===== config.mk =====
export PLATFORM = sky130hd
export DESIGN_NAME = encoder8to3_stream
export DESIGN_NICKNAME = d
export VERILOG_FILES = /design/src/rtl/encoder8to3_stream.sv
export SDC_FILE = /design/constraint.sdc
export NUM_CORES = 1
export LEC_CHECK = 0
export ABC_AREA = 0
export CORE_MARGIN = 5
export CORE_UTILIZATION = 48
export CTS_BUF_LIST = sky130_fd_sc_hd__clkbuf_2 sky130_fd_sc_hd__clkbuf_4 sky130_fd_sc_hd__clkbuf_8
export DETAILED_ROUTE_END_ITERATION = 7
export PLACE_DENSITY = 0.85
export SYNTH_ARGS = -nofsm -noshare
export SYNTH_HDL_FRONTEND = slang
export SYNTH_SLANG_ARGS = --single-unit

===== constraint.sdc =====
create_clock -name clk -period 2.79 [get_ports clk]
set_input_delay 0.4185 -clock clk [delete_from_list [all_inputs] [get_ports clk]]
set_output_delay 0.4185 -clock clk [all_outputs]
set_load 0.01 [all_outputs]

===== src/rtl/encoder8to3_stream.sv =====
// encoder8to3_stream: drains a multi-hot 8-bit request vector into a stream of 3-bit indices
module encoder8to3_stream #(
  parameter bit LOW_FIRST = 1'b1
) (
  input  logic       clk,
  input  logic       rst,
  input  logic [7:0] in_vec,
  input  logic       in_valid,
  output logic       in_ready,
  output logic [2:0] out_idx,
  output logic       out_valid,
  input  logic       out_ready,
  output logic       out_last,
  output logic       out_zero
);
  typedef enum logic {IDLE, DRAIN} state_t;
  state_t state, state_n;
  logic [7:0] pend, pend_n;
  logic       zero, zero_n;
  logic [2:0] idx;
  logic       last;
  logic       drain;
  assign drain     = state == DRAIN;
  assign last      = zero | (pend != 8'd0 && (pend & (pend - 8'd1)) == 8'd0);
  assign in_ready  = ~drain & ~rst;
  assign out_valid = drain;
  assign out_idx   = drain ? idx : 3'd0;
  assign out_last  = drain & last;
  assign out_zero  = drain & zero;
  // priority pick: the last matching bit scanned wins, so scan from the far end toward the winner
  always_comb begin
    idx = 3'd0;
    for (int i = 0; i < 8; i++)
      if (pend[LOW_FIRST ? 7 - i : i]) idx = LOW_FIRST ? 3'(7 - i) : 3'(i);
  end
  // accept a vector in IDLE; retire one beat per transfer in DRAIN
  always_comb begin
    state_n = state;
    pend_n  = pend;
    zero_n  = zero;
    if (!drain && in_valid) begin
      state_n = DRAIN;
      pend_n  = in_vec;
      zero_n  = in_vec == 8'd0;
    end else if (drain && out_ready) begin
      pend_n  = pend & ~(8'd1 << idx);
      zero_n  = 1'b0;
      state_n = last ? IDLE : DRAIN;
    end
  end
  // state, pending bits and zero marker registers
  always_ff @(posedge clk or posedge rst) begin
    if (rst) begin
      state <= IDLE;
      pend  <= 8'd0;
      zero  <= 1'b0;
    end else begin
      state <= state_n;
      pend  <= pend_n;
      zero  <= zero_n;
    end
  end
endmodule

==> impl_metrics.toml, run 1 <==
[floorplanning]
fp.dieH_microns = 46.9
ios = 19
die_area_sq_um = 2190
initial_utilization_pct = 50.7
num_rows = 13
die_w_microns = 46.9
coreArea_sq_um = 1280

[yosys]
yosysWarnings = 0
synth.avg_cell_area_sq_um = 8.36
yosysSeqAreaShare_pct = 38.4
ys_ff_latch = 10
syn_nets = 90
synth_edf_count = 0
synthCells = 78
synth_cell_types = 35
synth_top_flop_cell = "dfrtp_1"
netlist_area_sq_um = 652
synth_area_leaders = "dfrtp_1 38%, nand2_1 6.3%, o21ai_0 5.4%"
synth-async-reset-ratio_pct = 100
synth_top_area_cell = "dfrtp_1"
yosys.area.top_type_share_pct = 38.4

[power]
max-vdd-ir-drop_uv = 536
power.density_nw_per_um2 = 1090
p_leak_nw = 0.372

[cts]
cts_root_buffer = "clkbuf_4"
clk_pin_slew_worst_paths_ns = 0.07
cts_tree = "done"
numCtsBuffers = 3
cts.sinks = 10
post_cts_buffers = 0
clock_latency_ns = 0.27
htreeDepth = 1
cts_buffer_depth = 2
cts_hold_buf = 0

[timing]
fin_crit_ns = 2.70
finalSetupTns_ns = 0
setup_viol = 0
slew_viol_final = 0
hold_viol = 0
tightest_slew_ns = 0.421
slew_headroom_pct = 71.2
worst_slack_ns = 0.0856
fmax_mhz = 370
skew_ns = 0.0115
fin_crit_sh_pct = 96.9
rsz0062_at_grt = "false"
whs_ns = 0.447

[route]
wire_per_inst_microns = 14.4
post_drt_via_cell_ratio = 5.88
route.detailed.drc = 0
routed-via-count = 676
drt_iter0_drc = 18
antenna_left = 0
drt-total-wl_microns = 1650
first_pass_iters = 4

[layout]
nNetsFinal = 114
diodes = 0
area_delta_synth_final_pct = 36.7
drive_above_1_share_pct = 14.0

[global_routing]
grt-ovfl-total = 0
grt_first_pass_wirelength_microns = 2940
antenna_found_initial = 0
first_global_vias = 655
grt_max_degree = 15
grt_use_total_pct = 19.0

[setup_path]
crit_arrival_ns = 2.29
critical_path.slowest_cell = "or4_4"
worst_setup_path_end_kind = "output port"
required_ns = 2.37
crit_fanout = 2
startpoint_type = "flip-flop"
max_stage_delay_ns = 0.54
crit_chain = "or4_4 > o21ai_2 > or4b_1 > a21oi_2 > o21a_1 > clkdlybuf4s15_1"
path_class = "flip-flop to output port"

[hold_path]
min_path_type = "primary input to asynchronous set/reset pin"

[job]
max-cap-violations = 0

[place]
dp_slack_ns = 0.0451
gp_congestion = 0.921
hpwlAfterDp_microns = 1300
io_buffers = 18

[outcome]
outcome = "completed"
==> path summary, 6_finish.rpt <==
| kind | to | cells after the start | slack, ns | start |
|---|---|---|---|---|
| max | out_last | 6 | 0.09 | pend[0] |
| min | out_valid | 2 | 0.45 | rst |
| max reg2reg | out_valid | 5 | 0.92 | pend[0] |
| min reg2reg | zero | 1 | 0.53 | zero |
| max in group asynchronous | pend[5] | 2 | 2.06 | rst |
| min in group clk | zero | 1 | 0.53 | zero |
==> kinds of logic (layout without fill, tap and decap cells) <==
family / Yosys count / after routing / synth area share (%)
AO/OA/AOI/OAI: 24 / 24 / 26.7
adder cells (fa/ha/maj): 1 / 1 / 1.54
buffers and inverters: 8 / 30 / 6.53
flip-flops: 10 / 10 / 38.4
AND/OR/NAND/NOR: 35 / 35 / 26.9
==> per-stage QoR <==
| step | cells | area [sq um] | utilization, % | total power, mW |
|---|---|---|---|---|
| floorplan | 78 | 652 | - | 0.628 |
| global placement | 112 | 865 | 67.3 | 0.850 |
| detailed placement | 112 | 865 | 67.3 | 0.867 |
| CTS | 115 | 886 | 68.9 | 0.954 |
| global route | 115 | 891 | 69.3 | 1.06 |
| finish | 115 | 891 | 69.3 | 0.971 |
==> layout make-up <==
class                      count  area (sq um)
fill                         109           394
clock buffer                   3          22.5
multi-input combinational     60           363
timing repair buffer          24           225
tap                           15          18.8
inverter                       3          11.3
sequential                    10           250
==> what timing repair did <==
item / 4_1_cts / 5_1_grt
setup endpoints to repair: 1 / 1
gates resized for setup: 1 / 2
cloned: 0 / 0
==> layer usage <==
layer  part of all wire, %  up-vias  global-route usage, %
li1                      -      332                      -
met1                    42      309                   24.5
met2                    50       33                   31.7
met3                   6.8        2                   2.30
met4                   1.0        0                   8.29
met5                     0        -                      0
==> worst max-delay path, delay by kind of cell, from the launching register on <==
| family | cells | cell delay [ns] |
|---|---|---|
| DFF | 1 | 0.39 |
| AOI/OAI and AO/OA | 3 | 0.40 |
| buffers and inverters | 1 | 0.24 |
| and+or+nand+nor | 2 | 1.00 |
==> cell usage after synthesis, drive strengths merged (2+ instances only) <==
library cell	n
nand2	11
dfrtp	10
nor2	9
o21ai	8
a21oi	3
buf	3
inv	3
o311ai	3
and2	2
clkbuf	2
nand2b	2
nor3	2
nor4	2
==> report_power, final <==
| part | internal [mW] | switching [mW] | leakage (nW) | total, mW |
|---|---|---|---|---|
| sequential | 0.195 | 0.0651 | 0.129 | 0.260 |
| combinational | 0.327 | 0.286 | 0.229 | 0.613 |
| clock | 0.0497 | 0.0486 | 0.0138 | 0.0983 |
==> state kept, by name (all words and copies together) (netlist names) <==
name	cells
pend	8
out_valid	1
zero	1
==> placed cells by master (no fill, tap or decap), types with 2 or more instances in the layout <==
cell type / Yosys / final
buf_4: 1 / 6
clkbuf_4: 0 / 3
nor2_1: 9 / 9
o21ai_0: 7 / 7
a21oi_1: 2 / 2
and2_1: 2 / 2
inv_1: 3 / 3
nand2b_1: 2 / 2
o311ai_0: 3 / 3
nand2_1: 11 / 11
nor3_1: 2 / 2
clkdlybuf4s50_1: 0 / 17
dfrtp_1: 10 / 10
nor4_1: 2 / 2
(Power assumes the default switching activity.)
==> run 2: changes to the inputs <==
CORE_ASPECT_RATIO = 1.1   (was default)
CORE_UTILIZATION = 40   (was 48)
PLACE_DENSITY = 0.73   (was 0.85)
==> run 2 against run 1 <==
Sequential share of layout area down 0.50 points. First-iteration DRC count down 56%. Critical path depth unchanged. Global-route usage down 5.2 points. Utilization down 11 points. Largest power group unchanged. Clock-buffer cell count up 1. Wire length down 2.9%. Sequential power about the same. Die area up 16%. Hold slack better by 0.012 ns. Highest routed layer unchanged.
==> impl_metrics.toml, run 2 (synthesized netlist as in run 1, its figures left out) <==
[setup_path]
path_class = "flip-flop to output port"
worst_setup_path_end_kind = "output port"
reg2reg_from = "pend[0]"
required_ns = 2.37
reg2reg_setup_slack_ns = 0.92
worst_r2r_endpoint = "out_valid"
rr_worst_depth = 5
crit_arrival_ns = 2.28
startpoint_type = "flip-flop"
crit_fanout = 2

[power]
p_leak_nw = 0.379
p_switching_uw = 400
p_seq_share_pct = 25.8
power_uw = 1000
switching_share_pct = 40.0
p_comb_share_pct = 61.0
p_int_uw = 600
max-vdd-ir-drop_uv = 534
power.density_nw_per_um2 = 1100
clkPwrFrac_pct = 13.2

[route]
drt-total-wl_microns = 1600
first_pass_iters = 4
routed-via-count = 655
route.detailed.drc = 0
antenna_left = 0
drt_iter0_drc = 8
post_drt_via_cell_ratio = 5.55
wire_per_inst_microns = 13.6

[cts]
numCtsBuffers = 3
post_cts_buffers = 0
cts_hold_buf = 0
cts_root_buffer = "clkbuf_4"
cts_tree = "done"
htreeDepth = 1
cts_buffer_depth = 2
clock_latency_ns = 0.27
clk_pin_slew_worst_paths_ns = 0.08
cts.sinks = 10

[outcome]
outcome = "completed"

[timing]
skew_ns = 0.00999
hold_viol = 0
setup_viol = 0
worst_slack_ns = 0.0919
finalSetupTns_ns = 0
slew_viol_final = 0
tightest_slew_ns = 0.352
whs_ns = 0.459
fin_crit_ns = 2.70
slew_headroom_pct = 75.9
fin_crit_sh_pct = 96.7
fmax_mhz = 371

[floorplanning]
initial_utilization_pct = 41.8
die_w_microns = 48.5
fp.dieH_microns = 52.3
ios = 19
coreArea_sq_um = 1560
num_rows = 15
die_area_sq_um = 2540

[place]
hpwlAfterDp_microns = 1240
dp_cells = 114
io_buffers = 18
placed_cell_area_sq_um = 867
dp_slack_ns = 0.0549
gp_congestion = 0.892

[layout]
area_delta_synth_final_pct = 39.2
largest_register = "pend"
stdcell_count = 118
largest_reg_flops = 8
diodes = 0
drive_above_1_share_pct = 14.9
regArea_sq_um = 250
utilization_pct = 58.2
final_cell_mix = "17 x clkdlybuf4s50_1, 11 x nand2_1, 10 x dfrtp_1"
nNetsFinal = 114
final_common_cell = "clkdlybuf4s50_1"
final_area_sq_um = 907
multi_input_area_sq_um = 363
fill_cells = 144

[hold_path]
min_path_type = "primary input to asynchronous set/reset pin"

[global_routing]
grt_first_pass_wirelength_microns = 2700
grt_use_total_pct = 13.8
first_global_vias = 623
grt-ovfl-total = 0
antenna_found_initial = 0
grt_max_degree = 15

[job]
max-cap-violations = 0
## run 2: changes by cell type in the layout (fill, tap and decap cells not counted)
cell      previous run  this run
clkbuf_8             0         1
## run 2: critical path: stages, from the launching register on
cell and delay, ns:
dfrtp_1 0.39, or4_4 0.55, o21ai_2 0.11, or4b_1 0.45
a21oi_2 0.16, o21a_1 0.13, clkdlybuf4s15_1 0.23
## run 2: final cells by class
cell class	instances	share of cell area, %
flip-flops and latches	10	27.6
well taps	17	2.34
multi-input cells	60	40.0
inverters	3	1.24
clock buffers	4	4.00
repair buffers	24	24.8
## run 2: power by group through the flow
stage	combinational, mW	clock (mW)	sequential [mW]
6_report	0.610	0.131	0.258
5_1_grt	0.669	0.141	0.267
4_1_cts	0.595	0.135	0.254
3_5_place_dp	0.606	0	0.258
3_3_place_gp	0.601	0	0.256
2_1_floorplan	0.385	0	0.242
## run 2: how the worst max path moves through the flow
stage | startpoint | end | slack, ns
after floorplan | pend[0] | out_last | 0.39
after global placement | pend[0] | out_last | 0.07
after detailed placement | pend[0] | out_last | 0.05
after CTS | pend[0] | out_last | 0.03
after global routing | pend[0] | out_last | -0.002
final | pend[0] | out_last | 0.09
## run 2: repair_timing
item	CTS	global route
pin swaps	0	1
setup endpoints to repair	1	1
gates resized for setup	1	2
hold endpoints to repair	0	0
## run 2: metal layers
metal | track usage (%) | vias up | routed length, microns
met2 | 22.0 | 13 | 769
met5 | 0 | - | 0
li1 | - | 333 | -
met1 | 17.1 | 307 | 754
met3 | 2.85 | 2 | 51
met4 | 8.07 | 0 | 27
==> run 3: changes to the inputs <==
REMOVE_ABC_BUFFERS = 1   (was default)
==> run 3 against run 2 <==
Critical path depth decreased by 1. Hold slack barely moved. Register-to-register slack got worse by 0.02 ns. Non-clock buffer count is the same. Via count rose by 3.2%. Clock-buffer cell count is 1 lower. Combinational power down 3%. Final cell count shrank 0.85%. Clock power fell by 25%. Clock skew fell by 0.0083 ns. Flip-flop and latch count is the same. Sequential share of layout area is 0.70 points higher. Largest power group unchanged.
==> impl_metrics.toml, run 3 (synthesized netlist as in run 1, its figures left out) <==
[outcome]
outcome = "completed"

[setup_path]
worst_r2r_endpoint = "out_valid"
cp_top_family = "simple AND/OR/NAND/NOR gates"
rr_worst_depth = 5
crit_chain = "or4_1 > buf_4 > a21oi_1 > and2_1 > clkdlybuf4s50_1"
reg2reg_from = "pend[0]"
path_buf_inv = 2
max_stage_delay_ns = 0.56
critical_path.slowest_cell = "or4_1"
reg2reg_setup_slack_ns = 0.90
path_class = "flip-flop to output port"
crit_fanout = 5
required_ns = 2.37
worst_setup_path_end_kind = "output port"
crit_arrival_ns = 2.23
startpoint_type = "flip-flop"

[layout]
final_common_cell = "clkdlybuf4s50_1"
final_area_sq_um = 885
diodes = 0
stdcell_count = 117
area_delta_synth_final_pct = 35.7
drive_above_1_share_pct = 14.0
largest_reg_flops = 8
utilization_pct = 56.8
nNetsFinal = 114
final_cell_mix = "17 x clkdlybuf4s50_1, 11 x nand2_1, 10 x dfrtp_1"
largest_register = "pend"

[power]
power_uw = 944
p_int_uw = 553
clkPwrFrac_pct = 10.4
max-vdd-ir-drop_uv = 633
p_seq_share_pct = 27.0
p_comb_share_pct = 62.6
p_leak_nw = 0.372
switching_share_pct = 41.3
p_switching_uw = 390
power.density_nw_per_um2 = 1070

[place]
hpwlAfterDp_microns = 1280
gp_congestion = 0.858
dp_cells = 114
io_buffers = 18
dp_slack_ns = 0.0538
placed_cell_area_sq_um = 867

[cts]
cts.sinks = 10
numCtsBuffers = 3
cts_buffer_depth = 2
htreeDepth = 1
clock_latency_ns = 0.26
clk_pin_slew_worst_paths_ns = 0.06
cts_root_buffer = "clkbuf_4"
cts_tree = "done"
cts_hold_buf = 0

[floorplanning]
die_area_sq_um = 2540
num_rows = 15
coreArea_sq_um = 1560
ios = 19
die_w_microns = 48.5
fp.dieH_microns = 52.3
initial_utilization_pct = 41.8

[timing]
fin_crit_ns = 2.64
fin_crit_sh_pct = 94.8
tightest_slew_ns = 0.366
slew_viol_final = 0
rsz0062_at_grt = "false"
fmax_mhz = 378
skew_ns = 0.00171
setup_viol = 0
slew_headroom_pct = 75.0
hold_viol = 0
finalSetupTns_ns = 0
whs_ns = 0.459
worst_slack_ns = 0.145

[global_routing]
grt_max_degree = 15
grt-ovfl-total = 0
grt_use_total_pct = 13.3
first_global_vias = 625
grt_first_pass_wirelength_microns = 2620
antenna_found_initial = 0

[route]
wire_per_inst_microns = 13.5
drt-total-wl_microns = 1580
first_pass_iters = 4
drt_iter0_drc = 16
post_drt_via_cell_ratio = 5.78
route.detailed.drc = 0
routed-via-count = 676
antenna_left = 0

[hold_path]
min_path_type = "primary input to asynchronous set/reset pin"

[job]
max-cap-violations = 0
## run 3: changes by cell type in the layout (fill, tap and decap cells not counted)
cell             before  now
or4_1                 0    1
clkbuf_8              1    0
clkdlybuf4s15_1       1    0
clkbuf_2              0    1
or4_4                 1    0
## run 3: worst max path at each step
stage	from	end	slack [ns]	depth (start not counted)
after floorplan	pend[0]	out_last	0.44	5
after detailed placement	pend[0]	out_last	0.05	6
after global placement	pend[0]	out_last	0.08	6
after global routing	pend[0]	out_idx[2]	0.03	5
after CTS	pend[0]	out_last	0.04	6
final	pend[0]	out_idx[2]	0.15	5
## run 3: worst reg2reg max path, delay by kind of cell (launching register included)
kind               cells  cell delay [ns]
and+or+nand+nor        2             1.02
AOI/OAI and AO/OA      3             0.38
DFF                    1             0.37
## run 3: power by group through the flow
| stage | Clock, mW | Combinational, mW | Sequential (mW) |
|---|---|---|---|
| 4_1_cts | 0.0998 | 0.597 | 0.254 |
| 6_report | 0.0980 | 0.591 | 0.255 |
| 2_1_floorplan | 0 | 0.331 | 0.265 |
| 5_1_grt | 0.106 | 0.659 | 0.265 |
| 3_5_place_dp | 0 | 0.607 | 0.257 |
| 3_3_place_gp | 0 | 0.602 | 0.257 |
## run 3: metal layers
metal  wire length [microns]  up-vias  GRT usage, %
met2                     760       18          22.4
met3                      68        5          1.99
li1                        -      334             -
met5                       0        -             0
met1                     715      319          15.9
met4                      36        0          8.07
## run 3: cell type report
class	count	area, sq um
clock buffers	3	22.5
fillers	142	673
inverters	3	11.3
flip-flops and latches	10	250
repair buffers	24	220
well taps	17	21.3
multi-input cells	60	359
## run 3: timing repair
action / 4_1_cts / 5_1_grt
resized for setup: 1 / 2
setup buffers: 0 / 0
endpoints found under the setup margin: 1 / 1
